==> config.mk <==
export PLATFORM = sky130hd
export DESIGN_NAME = spi_master_fifo
export DESIGN_NICKNAME = d
export VERILOG_FILES = /design/src/rtl/spi_pkg.sv /design/src/rtl/spi_fifo.sv /design/src/rtl/spi_master_fifo.sv
export SDC_FILE = /design/constraint.sdc
export NUM_CORES = 1
export LEC_CHECK = 0
export CORE_ASPECT_RATIO = 1.75
export CORE_UTILIZATION = 30
export CTS_BUF_LIST = sky130_fd_sc_hd__clkbuf_8 sky130_fd_sc_hd__clkbuf_16
export DETAILED_ROUTE_END_ITERATION = 8
export SLEW_MARGIN = 20
export SYNTH_ARGS = -nofsm -noshare
export SYNTH_HDL_FRONTEND = slang
export SYNTH_SLANG_ARGS = --single-unit
==> constraint.sdc <==
create_clock -name clk_i -period 3.55 [get_ports clk_i]
set_clock_uncertainty 0.1 [all_clocks]
set_input_delay 0.355 -clock clk_i [delete_from_list [all_inputs] [get_ports clk_i]]
set_output_delay 0.355 -clock clk_i [all_outputs]
set_load 0.05 [all_outputs]
==> src/rtl/spi_pkg.sv <==
// Shared definitions for the FIFO-based SPI master.
// Holds the register map, the CTRL/STATUS bit positions, the bus and
// shift-engine state encodings, and the debug struct that exposes both
// state machines at the top level.
package spi_pkg;

  // Register select (adr_i)
  localparam logic [1:0] ADR_DATA   = 2'd0;
  localparam logic [1:0] ADR_CTRL   = 2'd1;
  localparam logic [1:0] ADR_STATUS = 2'd2;
  localparam logic [1:0] ADR_RSVD   = 2'd3;

  // CTRL bit positions
  localparam int CTRL_SEL_LSB = 24;
  localparam int CTRL_DIV_LSB = 16;
  localparam int CTRL_CPHA    = 9;
  localparam int CTRL_CPOL    = 8;
  localparam int CTRL_TX_IE   = 1;
  localparam int CTRL_RX_IE   = 0;

  // STATUS bit positions
  localparam int ST_RXCNT_LSB = 24;
  localparam int ST_TXCNT_LSB = 16;
  localparam int ST_WP        = 5;
  localparam int ST_BUSY      = 4;
  localparam int ST_TX_OVF    = 3;
  localparam int ST_RX_OVF    = 2;
  localparam int ST_TX_FULL   = 1;
  localparam int ST_RX_EMPTY  = 0;

  typedef enum logic {
    BUS_IDLE = 1'b0,
    BUS_ACK  = 1'b1
  } bus_state_e;

  typedef enum logic {
    ENG_IDLE  = 1'b0,
    ENG_SHIFT = 1'b1
  } eng_state_e;

  // Debug view of both state machines; edge_cnt counts completed SCLK edges.
  typedef struct packed {
    bus_state_e bus;
    eng_state_e eng;
    logic [3:0] edge_cnt;
  } spi_dbg_t;

endpackage

==> src/rtl/spi_fifo.sv <==
// Synchronous FIFO with first-word-fall-through read data.
// Ports:
//   clk_i, rst_ni  clock, synchronous active-low reset (flushes contents)
//   push, wdata    write request and data; accepted when not full, or when
//                  full and a pop happens in the same cycle
//   pop            read request; ignored while empty
//   rdata          oldest entry (valid while !empty)
//   full, empty    occupancy flags
//   count          number of entries, 0..DEPTH
module spi_fifo #(
  parameter int WIDTH = 8,
  parameter int DEPTH = 16,
  localparam int AW = $clog2(DEPTH),
  localparam int CW = AW + 1
) (
  input  logic             clk_i,
  input  logic             rst_ni,
  input  logic             push,
  input  logic [WIDTH-1:0] wdata,
  input  logic             pop,
  output logic [WIDTH-1:0] rdata,
  output logic             full,
  output logic             empty,
  output logic [CW-1:0]    count
);

  logic [WIDTH-1:0] mem [DEPTH];
  logic [AW-1:0]    wr_ptr;
  logic [AW-1:0]    rd_ptr;
  logic             do_push;
  logic             do_pop;

  assign empty   = (count == '0);
  assign full    = (count == CW'(DEPTH));
  assign do_pop  = pop & ~empty;
  // A full FIFO still accepts a push when a pop frees the slot this cycle.
  assign do_push = push & (~full | do_pop);
  assign rdata   = mem[rd_ptr];

  always_ff @(posedge clk_i) begin
    if (do_push) begin
      mem[wr_ptr] <= wdata;
    end
  end

  always_ff @(posedge clk_i) begin
    if (!rst_ni) begin
      wr_ptr <= '0;
      rd_ptr <= '0;
      count  <= '0;
    end else begin
      if (do_push) wr_ptr <= wr_ptr + AW'(1);
      if (do_pop)  rd_ptr <= rd_ptr + AW'(1);
      case ({do_push, do_pop})
        2'b10:   count <= count + CW'(1);
        2'b01:   count <= count - CW'(1);
        default: count <= count;
      endcase
    end
  end

endmodule

==> src/rtl/spi_master_fifo.sv <==
// Wishbone-slave SPI master with TX/RX FIFOs, programmable SCLK divider,
// CPOL/CPHA modes, chip selects, sticky overflow flags and an interrupt.
// Ports:
//   clk_i, rst_ni        clock, synchronous active-low reset
//   cyc_i, stb_i, we_i   bus cycle, strobe, write enable
//   adr_i, sel_i, dat_i  register select, byte lanes, write data
//   dat_o, ack_o         registered read data, one-cycle acknowledge
//   irq_o                level interrupt (registered)
//   selects              chip selects, active low
//   sclk, mosi, miso     SPI clock, data out, data in
//   wp_n                 flash write-protect status input
//   dbg                  bus and shift-engine state for observation
//
// Bus handshake: a request (cyc_i & stb_i) is sampled only in BUS_IDLE; the
// access takes effect at that edge and ack_o/dat_o are presented for exactly
// the next cycle (BUS_ACK). BUS_ACK always returns to BUS_IDLE, so there is
// one idle cycle between accesses and the master must drop stb_i on ack_o.
module spi_master_fifo
  import spi_pkg::*;
#(
  parameter int FIFO_DEPTH = 16,
  parameter int NSEL       = 8,
  parameter int DIV_W      = 8,
  parameter int DIV_RESET  = 24
) (
  input  logic            clk_i,
  input  logic            rst_ni,
  input  logic            cyc_i,
  input  logic            stb_i,
  input  logic            we_i,
  input  logic [1:0]      adr_i,
  input  logic [3:0]      sel_i,
  input  logic [31:0]     dat_i,
  output logic [31:0]     dat_o,
  output logic            ack_o,
  output logic            irq_o,
  output logic [NSEL-1:0] selects,
  output logic            sclk,
  output logic            mosi,
  input  logic            miso,
  input  logic            wp_n,
  output spi_dbg_t        dbg
);

  localparam int CW = $clog2(FIFO_DEPTH) + 1;

  // ---------------------------------------------------------------- state
  bus_state_e       bus_state;
  eng_state_e       eng_state;

  logic [NSEL-1:0]  ctrl_sel;
  logic [DIV_W-1:0] ctrl_div;
  logic             ctrl_cpol;
  logic             ctrl_cpha;
  logic             tx_ie;
  logic             rx_ie;
  logic             tx_ovf;
  logic             rx_ovf;

  logic [DIV_W-1:0] cur_div;
  logic             cur_cpha;
  logic [DIV_W-1:0] half_cnt;
  logic [3:0]       edge_cnt;
  logic [7:0]       sh_tx;
  logic [7:0]       sh_rx;

  // ---------------------------------------------------------------- FIFOs
  logic          tx_push, tx_pop, tx_full, tx_empty;
  logic [7:0]    tx_rdata;
  logic [CW-1:0] tx_count;
  logic          rx_push, rx_pop, rx_full, rx_empty;
  logic [7:0]    rx_wdata, rx_rdata;
  logic [CW-1:0] rx_count;

  spi_fifo #(.WIDTH(8), .DEPTH(FIFO_DEPTH)) u_tx_fifo (
    .clk_i (clk_i),
    .rst_ni(rst_ni),
    .push  (tx_push),
    .wdata (dat_i[7:0]),
    .pop   (tx_pop),
    .rdata (tx_rdata),
    .full  (tx_full),
    .empty (tx_empty),
    .count (tx_count)
  );

  spi_fifo #(.WIDTH(8), .DEPTH(FIFO_DEPTH)) u_rx_fifo (
    .clk_i (clk_i),
    .rst_ni(rst_ni),
    .push  (rx_push),
    .wdata (rx_wdata),
    .pop   (rx_pop),
    .rdata (rx_rdata),
    .full  (rx_full),
    .empty (rx_empty),
    .count (rx_count)
  );

  // ------------------------------------------------------- control signals
  logic bus_req;
  logic half_done;
  logic last_edge;
  logic sample_now;
  logic busy;
  logic irq_next;
  logic tx_ovf_set;
  logic rx_ovf_set;

  assign bus_req    = (bus_state == BUS_IDLE) & cyc_i & stb_i;
  assign tx_push    = bus_req & we_i & (adr_i == ADR_DATA) & sel_i[0];
  assign rx_pop     = bus_req & ~we_i & (adr_i == ADR_DATA);
  assign tx_pop     = (eng_state == ENG_IDLE) & ~tx_empty;

  assign half_done  = (eng_state == ENG_SHIFT) & (half_cnt == cur_div);
  assign last_edge  = half_done & (edge_cnt == 4'd15);
  // Edge number is edge_cnt+1: odd edges sample when cpha=0, even when cpha=1.
  assign sample_now = (edge_cnt[0] == cur_cpha);

  // With cpha=1 the final bit is sampled on edge 16 itself, so fold miso in.
  assign rx_push    = last_edge;
  assign rx_wdata   = cur_cpha ? {sh_rx[6:0], miso} : sh_rx;

  // Overflow only when the entry is really dropped (no same-cycle pop).
  assign tx_ovf_set = tx_push & tx_full & ~tx_pop;
  assign rx_ovf_set = rx_push & rx_full & ~rx_pop;

  assign busy     = (eng_state == ENG_SHIFT) | ~tx_empty;
  assign irq_next = (rx_ie & ~rx_empty) | (tx_ie & (tx_count == '0) & ~busy);

  assign selects  = ctrl_sel;
  assign dbg      = '{bus: bus_state, eng: eng_state, edge_cnt: edge_cnt};

  // ------------------------------------------------------- read data mux
  logic [31:0] ctrl_word;
  logic [31:0] status_word;
  logic [31:0] rd_data;

  always_comb begin
    ctrl_word = '0;
    ctrl_word[CTRL_SEL_LSB +: NSEL]  = ctrl_sel;
    ctrl_word[CTRL_DIV_LSB +: DIV_W] = ctrl_div;
    ctrl_word[CTRL_CPHA]             = ctrl_cpha;
    ctrl_word[CTRL_CPOL]             = ctrl_cpol;
    ctrl_word[CTRL_TX_IE]            = tx_ie;
    ctrl_word[CTRL_RX_IE]            = rx_ie;
  end

  always_comb begin
    status_word = '0;
    status_word[ST_RXCNT_LSB +: CW] = rx_count;
    status_word[ST_TXCNT_LSB +: CW] = tx_count;
    status_word[ST_WP]              = ~wp_n;
    status_word[ST_BUSY]            = busy;
    status_word[ST_TX_OVF]          = tx_ovf;
    status_word[ST_RX_OVF]          = rx_ovf;
    status_word[ST_TX_FULL]         = tx_full;
    status_word[ST_RX_EMPTY]        = rx_empty;
  end

  always_comb begin
    rd_data = '0;
    case (adr_i)
      ADR_DATA:   if (!rx_empty) rd_data[7:0] = rx_rdata;
      ADR_CTRL:   rd_data = ctrl_word;
      ADR_STATUS: rd_data = status_word;
      default:    rd_data = '0;
    endcase
  end

  // Write data bits outside the defined fields carry no meaning.
  logic unused_dat;
  assign unused_dat = ^dat_i;

  // ------------------------------------------------ bus FSM, CSRs, flags
  always_ff @(posedge clk_i) begin
    if (!rst_ni) begin
      bus_state <= BUS_IDLE;
      ack_o     <= 1'b0;
      dat_o     <= '0;
      irq_o     <= 1'b0;
      ctrl_sel  <= '1;
      ctrl_div  <= DIV_RESET[DIV_W-1:0];
      ctrl_cpol <= 1'b0;
      ctrl_cpha <= 1'b0;
      tx_ie     <= 1'b0;
      rx_ie     <= 1'b0;
      tx_ovf    <= 1'b0;
      rx_ovf    <= 1'b0;
    end else begin
      irq_o <= irq_next;
      case (bus_state)
        BUS_IDLE: begin
          ack_o <= 1'b0;
          if (bus_req) begin
            bus_state <= BUS_ACK;
            ack_o     <= 1'b1;
            dat_o     <= we_i ? 32'd0 : rd_data;
            if (we_i) begin
              case (adr_i)
                ADR_CTRL: begin
                  if (sel_i[3]) ctrl_sel <= dat_i[CTRL_SEL_LSB +: NSEL];
                  if (sel_i[2]) ctrl_div <= dat_i[CTRL_DIV_LSB +: DIV_W];
                  if (sel_i[1]) begin
                    ctrl_cpha <= dat_i[CTRL_CPHA];
                    ctrl_cpol <= dat_i[CTRL_CPOL];
                  end
                  if (sel_i[0]) begin
                    tx_ie <= dat_i[CTRL_TX_IE];
                    rx_ie <= dat_i[CTRL_RX_IE];
                  end
                end
                ADR_STATUS: begin
                  if (sel_i[0] && dat_i[ST_TX_OVF]) tx_ovf <= 1'b0;
                  if (sel_i[0] && dat_i[ST_RX_OVF]) rx_ovf <= 1'b0;
                end
                default: ;
              endcase
            end
          end
        end
        BUS_ACK: begin
          ack_o     <= 1'b0;
          bus_state <= BUS_IDLE;
        end
        default: begin
          ack_o     <= 1'b0;
          bus_state <= BUS_IDLE;
        end
      endcase
      // A new overflow in the same cycle as a clear leaves the flag set.
      if (tx_ovf_set) tx_ovf <= 1'b1;
      if (rx_ovf_set) rx_ovf <= 1'b1;
    end
  end

  // --------------------------------------------------------- shift engine
  always_ff @(posedge clk_i) begin
    if (!rst_ni) begin
      eng_state <= ENG_IDLE;
      sclk      <= 1'b0;
      mosi      <= 1'b0;
      cur_div   <= '0;
      cur_cpha  <= 1'b0;
      half_cnt  <= '0;
      edge_cnt  <= '0;
      sh_tx     <= '0;
      sh_rx     <= '0;
    end else begin
      case (eng_state)
        ENG_IDLE: begin
          sclk <= ctrl_cpol;
          if (!tx_empty) begin
            eng_state <= ENG_SHIFT;
            cur_div   <= ctrl_div;
            cur_cpha  <= ctrl_cpha;
            half_cnt  <= '0;
            edge_cnt  <= '0;
            sh_rx     <= '0;
            if (ctrl_cpha) begin
              sh_tx <= tx_rdata;
            end else begin
              // cpha=0: first bit must be on the line before edge 1.
              mosi  <= tx_rdata[7];
              sh_tx <= {tx_rdata[6:0], 1'b0};
            end
          end
        end
        ENG_SHIFT: begin
          if (!half_done) begin
            half_cnt <= half_cnt + DIV_W'(1);
          end else begin
            half_cnt <= '0;
            sclk     <= ~sclk;
            edge_cnt <= edge_cnt + 4'd1;
            if (sample_now) begin
              sh_rx <= {sh_rx[6:0], miso};
            end else if (edge_cnt != 4'd15) begin
              mosi  <= sh_tx[7];
              sh_tx <= {sh_tx[6:0], 1'b0};
            end
            if (edge_cnt == 4'd15) begin
              eng_state <= ENG_IDLE;
            end
          end
        end
        default: eng_state <= ENG_IDLE;
      endcase
    end
  end

endmodule

==> impl_metrics.yaml <==
global_route:
  grt_pass1_wl_um: 58500
  overflow: 0
  grt_pass1_vias: 9716
  grt_max_degree: 65
  grt_usage_pct: 14.4
  antenna_found_initial: 0
worst_setup_path:
  crit_path_max_fanout: 10
  critical_path_buf_inv_count: 0
  crit-reg2reg-launch: "u_rx_fifo.count[1]"
  required_ps: 3900
  r2r_end: "u_rx_fifo.count[4]"
  path_common_cell: "ha_1"
  worst_path_max_delay_cell: "or4_1"
  cpPeakStageDelay_ps: 600
  startpoint_type: "flip-flop"
  r2r_slack_ps: 450
  critPathLaunch: "u_rx_fifo.count[1]"
  cp.depth: 10
  crit_path_end_kind: "flip-flop"
  crit_type: "reg2reg"
  reg2regPathDepth: 10
  crit_family: "compound AO/OA/AOI/OAI gates"
  arrival_ps: 3450
  path_cells: "or4_1 -> o211a_1 -> ha_1 -> xor2_1 -> ha_1 -> a21boi_0 -> o221ai_1 -> a21o_1 -> nand3b_1 -> mux2i_1"
clocking:
  path_clk_slew_ps: 60
  cts_tree: "yes"
  clk_latency_ps: 530
  post-cts-setup-buffers: 0
  cts_buffers: 37
  cts_resized: 0
  cts-root-buf: "clkbuf_16"
  cts_buffer_depth: 3
  htreeDepth: 2
  clock-sinks: 380
  ctsHoldBuffers: 0
min_path:
  hold_start: "dat_i[30]"
  min_path_type: "in2reg"
  min_to: "selects[6]"
  holdPathStages: 3
floorplanning:
  core_area_um2: 52400
  rows: 111
  die_x_um: 176
  die-area_um2: 53800
  initial_core_util_pct: 30.3
  die_h_um: 306
  io_pins: 95
routing:
  drtIter0Drc: 474
  routed_via_density: 4.95
  vias: 9346
  drt_pass1_iterations: 4
  routed_wl_um: 38500
  ant_nets: 0
  drc: 0
  avgRoutedWirePerCell_um: 20.4
sta:
  hold_viol_final: 0
  rsz0062_at_grt: "no"
  timing_max_transition_violations_final: 0
  period_needed_ps: 3100
  setup_viol: 0
  worst_pin_slew_ps: 838
  tns_ps: 0
  slew_headroom_pct: 44.1
  fin_crit_sh_pct: 87.2
  max_freq_ghz: 0.323
power:
  p_seq_share_pct: 47.4
  switchingPower_w: 0.00279
  peakVddDrop_v: 0.000341
  power_density_nw_per_um2: 560
  pwr-share-comb_pct: 15.5
  p_leak_nw: 6.20
  p_int_w: 0.00766
  swShare_pct: 26.7
  clock_power_share_pct: 37.1
final_layout:
  stdcell_area_um2: 18700
  fillCellCount: 4956
  layout-drive-gt1-share_pct: 14.5
  diodes: 0
  area_growth_syn_to_layout_pct: 17.7
  fin_nets: 1253
  multi_input_area_um2: 5290
  ff_latch_area_um2: 10200
logic_synthesis:
  synth-seq-area-share_pct: 64.1
  synth_area_leaders: "edfxtp_1 (48%), dfxtp_1 (16%), mux4_2 (8.7%)"
  ys_top_cells_by_count: "edfxtp_1 (256), dfxtp_1 (124), nor2_1 (75)"
  synth.yosys.warnings: 0
  synth_edf_count: 256
  syn-instance-count: 1100
  ys_async_sr_fraction_pct: 0
  synthDominantCellAreaShare_pct: 48.5
  yosysTopAreaCell: "edfxtp_1"
  yosysMostFrequentCell: "edfxtp_1"
  synth_ff_type: "edfxtp_1"
  synth-seq-cells: 380
  avgSynthCellArea_um2: 14.4
  synth_cell_type_count: 67
  synth_area_um2: 15900
placement:
  placed_area_um2: 17500
  place_congestion: 0.828
  port_buffers: 82
  dp_hpwl_um: 27800
job:
  max_cap_violations: 0
run_status:
  status: "finished clean"
-- area by class of cell --
cell class,instances,area share [%]
repair buffers,116,5.90
well taps,678,4.54
multi-input cells,626,28.3
clock buffers,37,4.96
clock inverters,28,1.37
inverters,22,0.449
flip-flops and latches,380,54.5
-- kinds of logic after synthesis --
kind of cell	count (synthesis)	synth area share, %
buf+inv	99	2.85
compound gates	164	6.51
other cells	1	0.0236
mux	134	14.1
simple gates	272	9.04
flops	380	64.1
fa+ha+maj	25	2.02
xor+xnor	25	1.38
-- registers in the layout, indices dropped and copies added (netlist names), 5 cells and up, named ones only --
signal and flops:
u_rx_fifo.mem 128, u_tx_fifo.mem 128, dat_o 26, ctrl_div 8, cur_div 8, half_cnt 8, selects 8, sh_rx 8
sh_tx 8, u_rx_fifo.count 5, u_tx_fifo.count 5
-- worst register-to-register path, cell delays in order, from the launching register on --
cell and delay (ps):
dfxtp_1 400, or4_1 610, o211a_1 350, ha_1 350, xor2_1 180, ha_1 210
a21boi_0 190, o221ai_1 170, a21o_1 210, nand3b_1 90, mux2i_1 170
-- through the flow --
stage	std cells	hold slack, ps	setup WS [ps]	utilization (%)	total power (W)
2_1_floorplan	1105	346	146	-	0.00617
3_3_place_gp	1822	345	227	33.4	0.00666
3_5_place_dp	1822	353	141	33.4	0.00669
4_1_cts	1887	285	441	35.7	0.0106
5_1_grt	1887	308	185	35.7	0.0109
6_report	1887	305	454	35.7	0.0105
-- routing by layer --
metal  track usage [%]  wire length (µm)  up-vias
li1                  -                 -     4375
met1              15.6             14500     4715
met2              27.6             21300      185
met3              1.84              1180       71
met4              6.41              1500        0
met5                 0                 0        -
-- cells in the final DEF (no fill, tap or decap), drive strengths merged, types with 11 or more instances in the layout --
cell / count
nor2: 76
and2: 14
mux2i: 53
o21ai: 24
mux4: 68
edfxtp: 256
and3: 12
ha: 24
and4: 11
a22oi: 19
buf: 34
nand2: 61
xnor2: 16
a211oi: 14
a21oi: 70
inv: 30
nand3: 34
mux2: 13
dfxtp: 124
clkdlybuf4s50: 82
clkinv: 11
clkbuf: 37
-- power by group through the flow --
stage	logic (W)	clock network (W)	registers (W)
after floorplan	0.00115	0	0.00503
after global placement	0.00161	0	0.00505
after detailed placement	0.00164	0	0.00505
after CTS	0.00164	0.00396	0.00496
after global routing	0.00178	0.00411	0.00497
final	0.00162	0.00388	0.00495
-- worst max-delay path by stage --
stage                          to  slack [ps]
2_1_floorplan  u_rx_fifo.count[4]         150
3_3_place_gp   u_rx_fifo.count[4]         230
3_5_place_dp   u_rx_fifo.count[4]         140
4_1_cts        u_rx_fifo.count[4]         440
5_1_grt        u_rx_fifo.count[4]         190
6_report       u_rx_fifo.count[4]         450
Note: power is estimated with default switching activity, not from simulation.
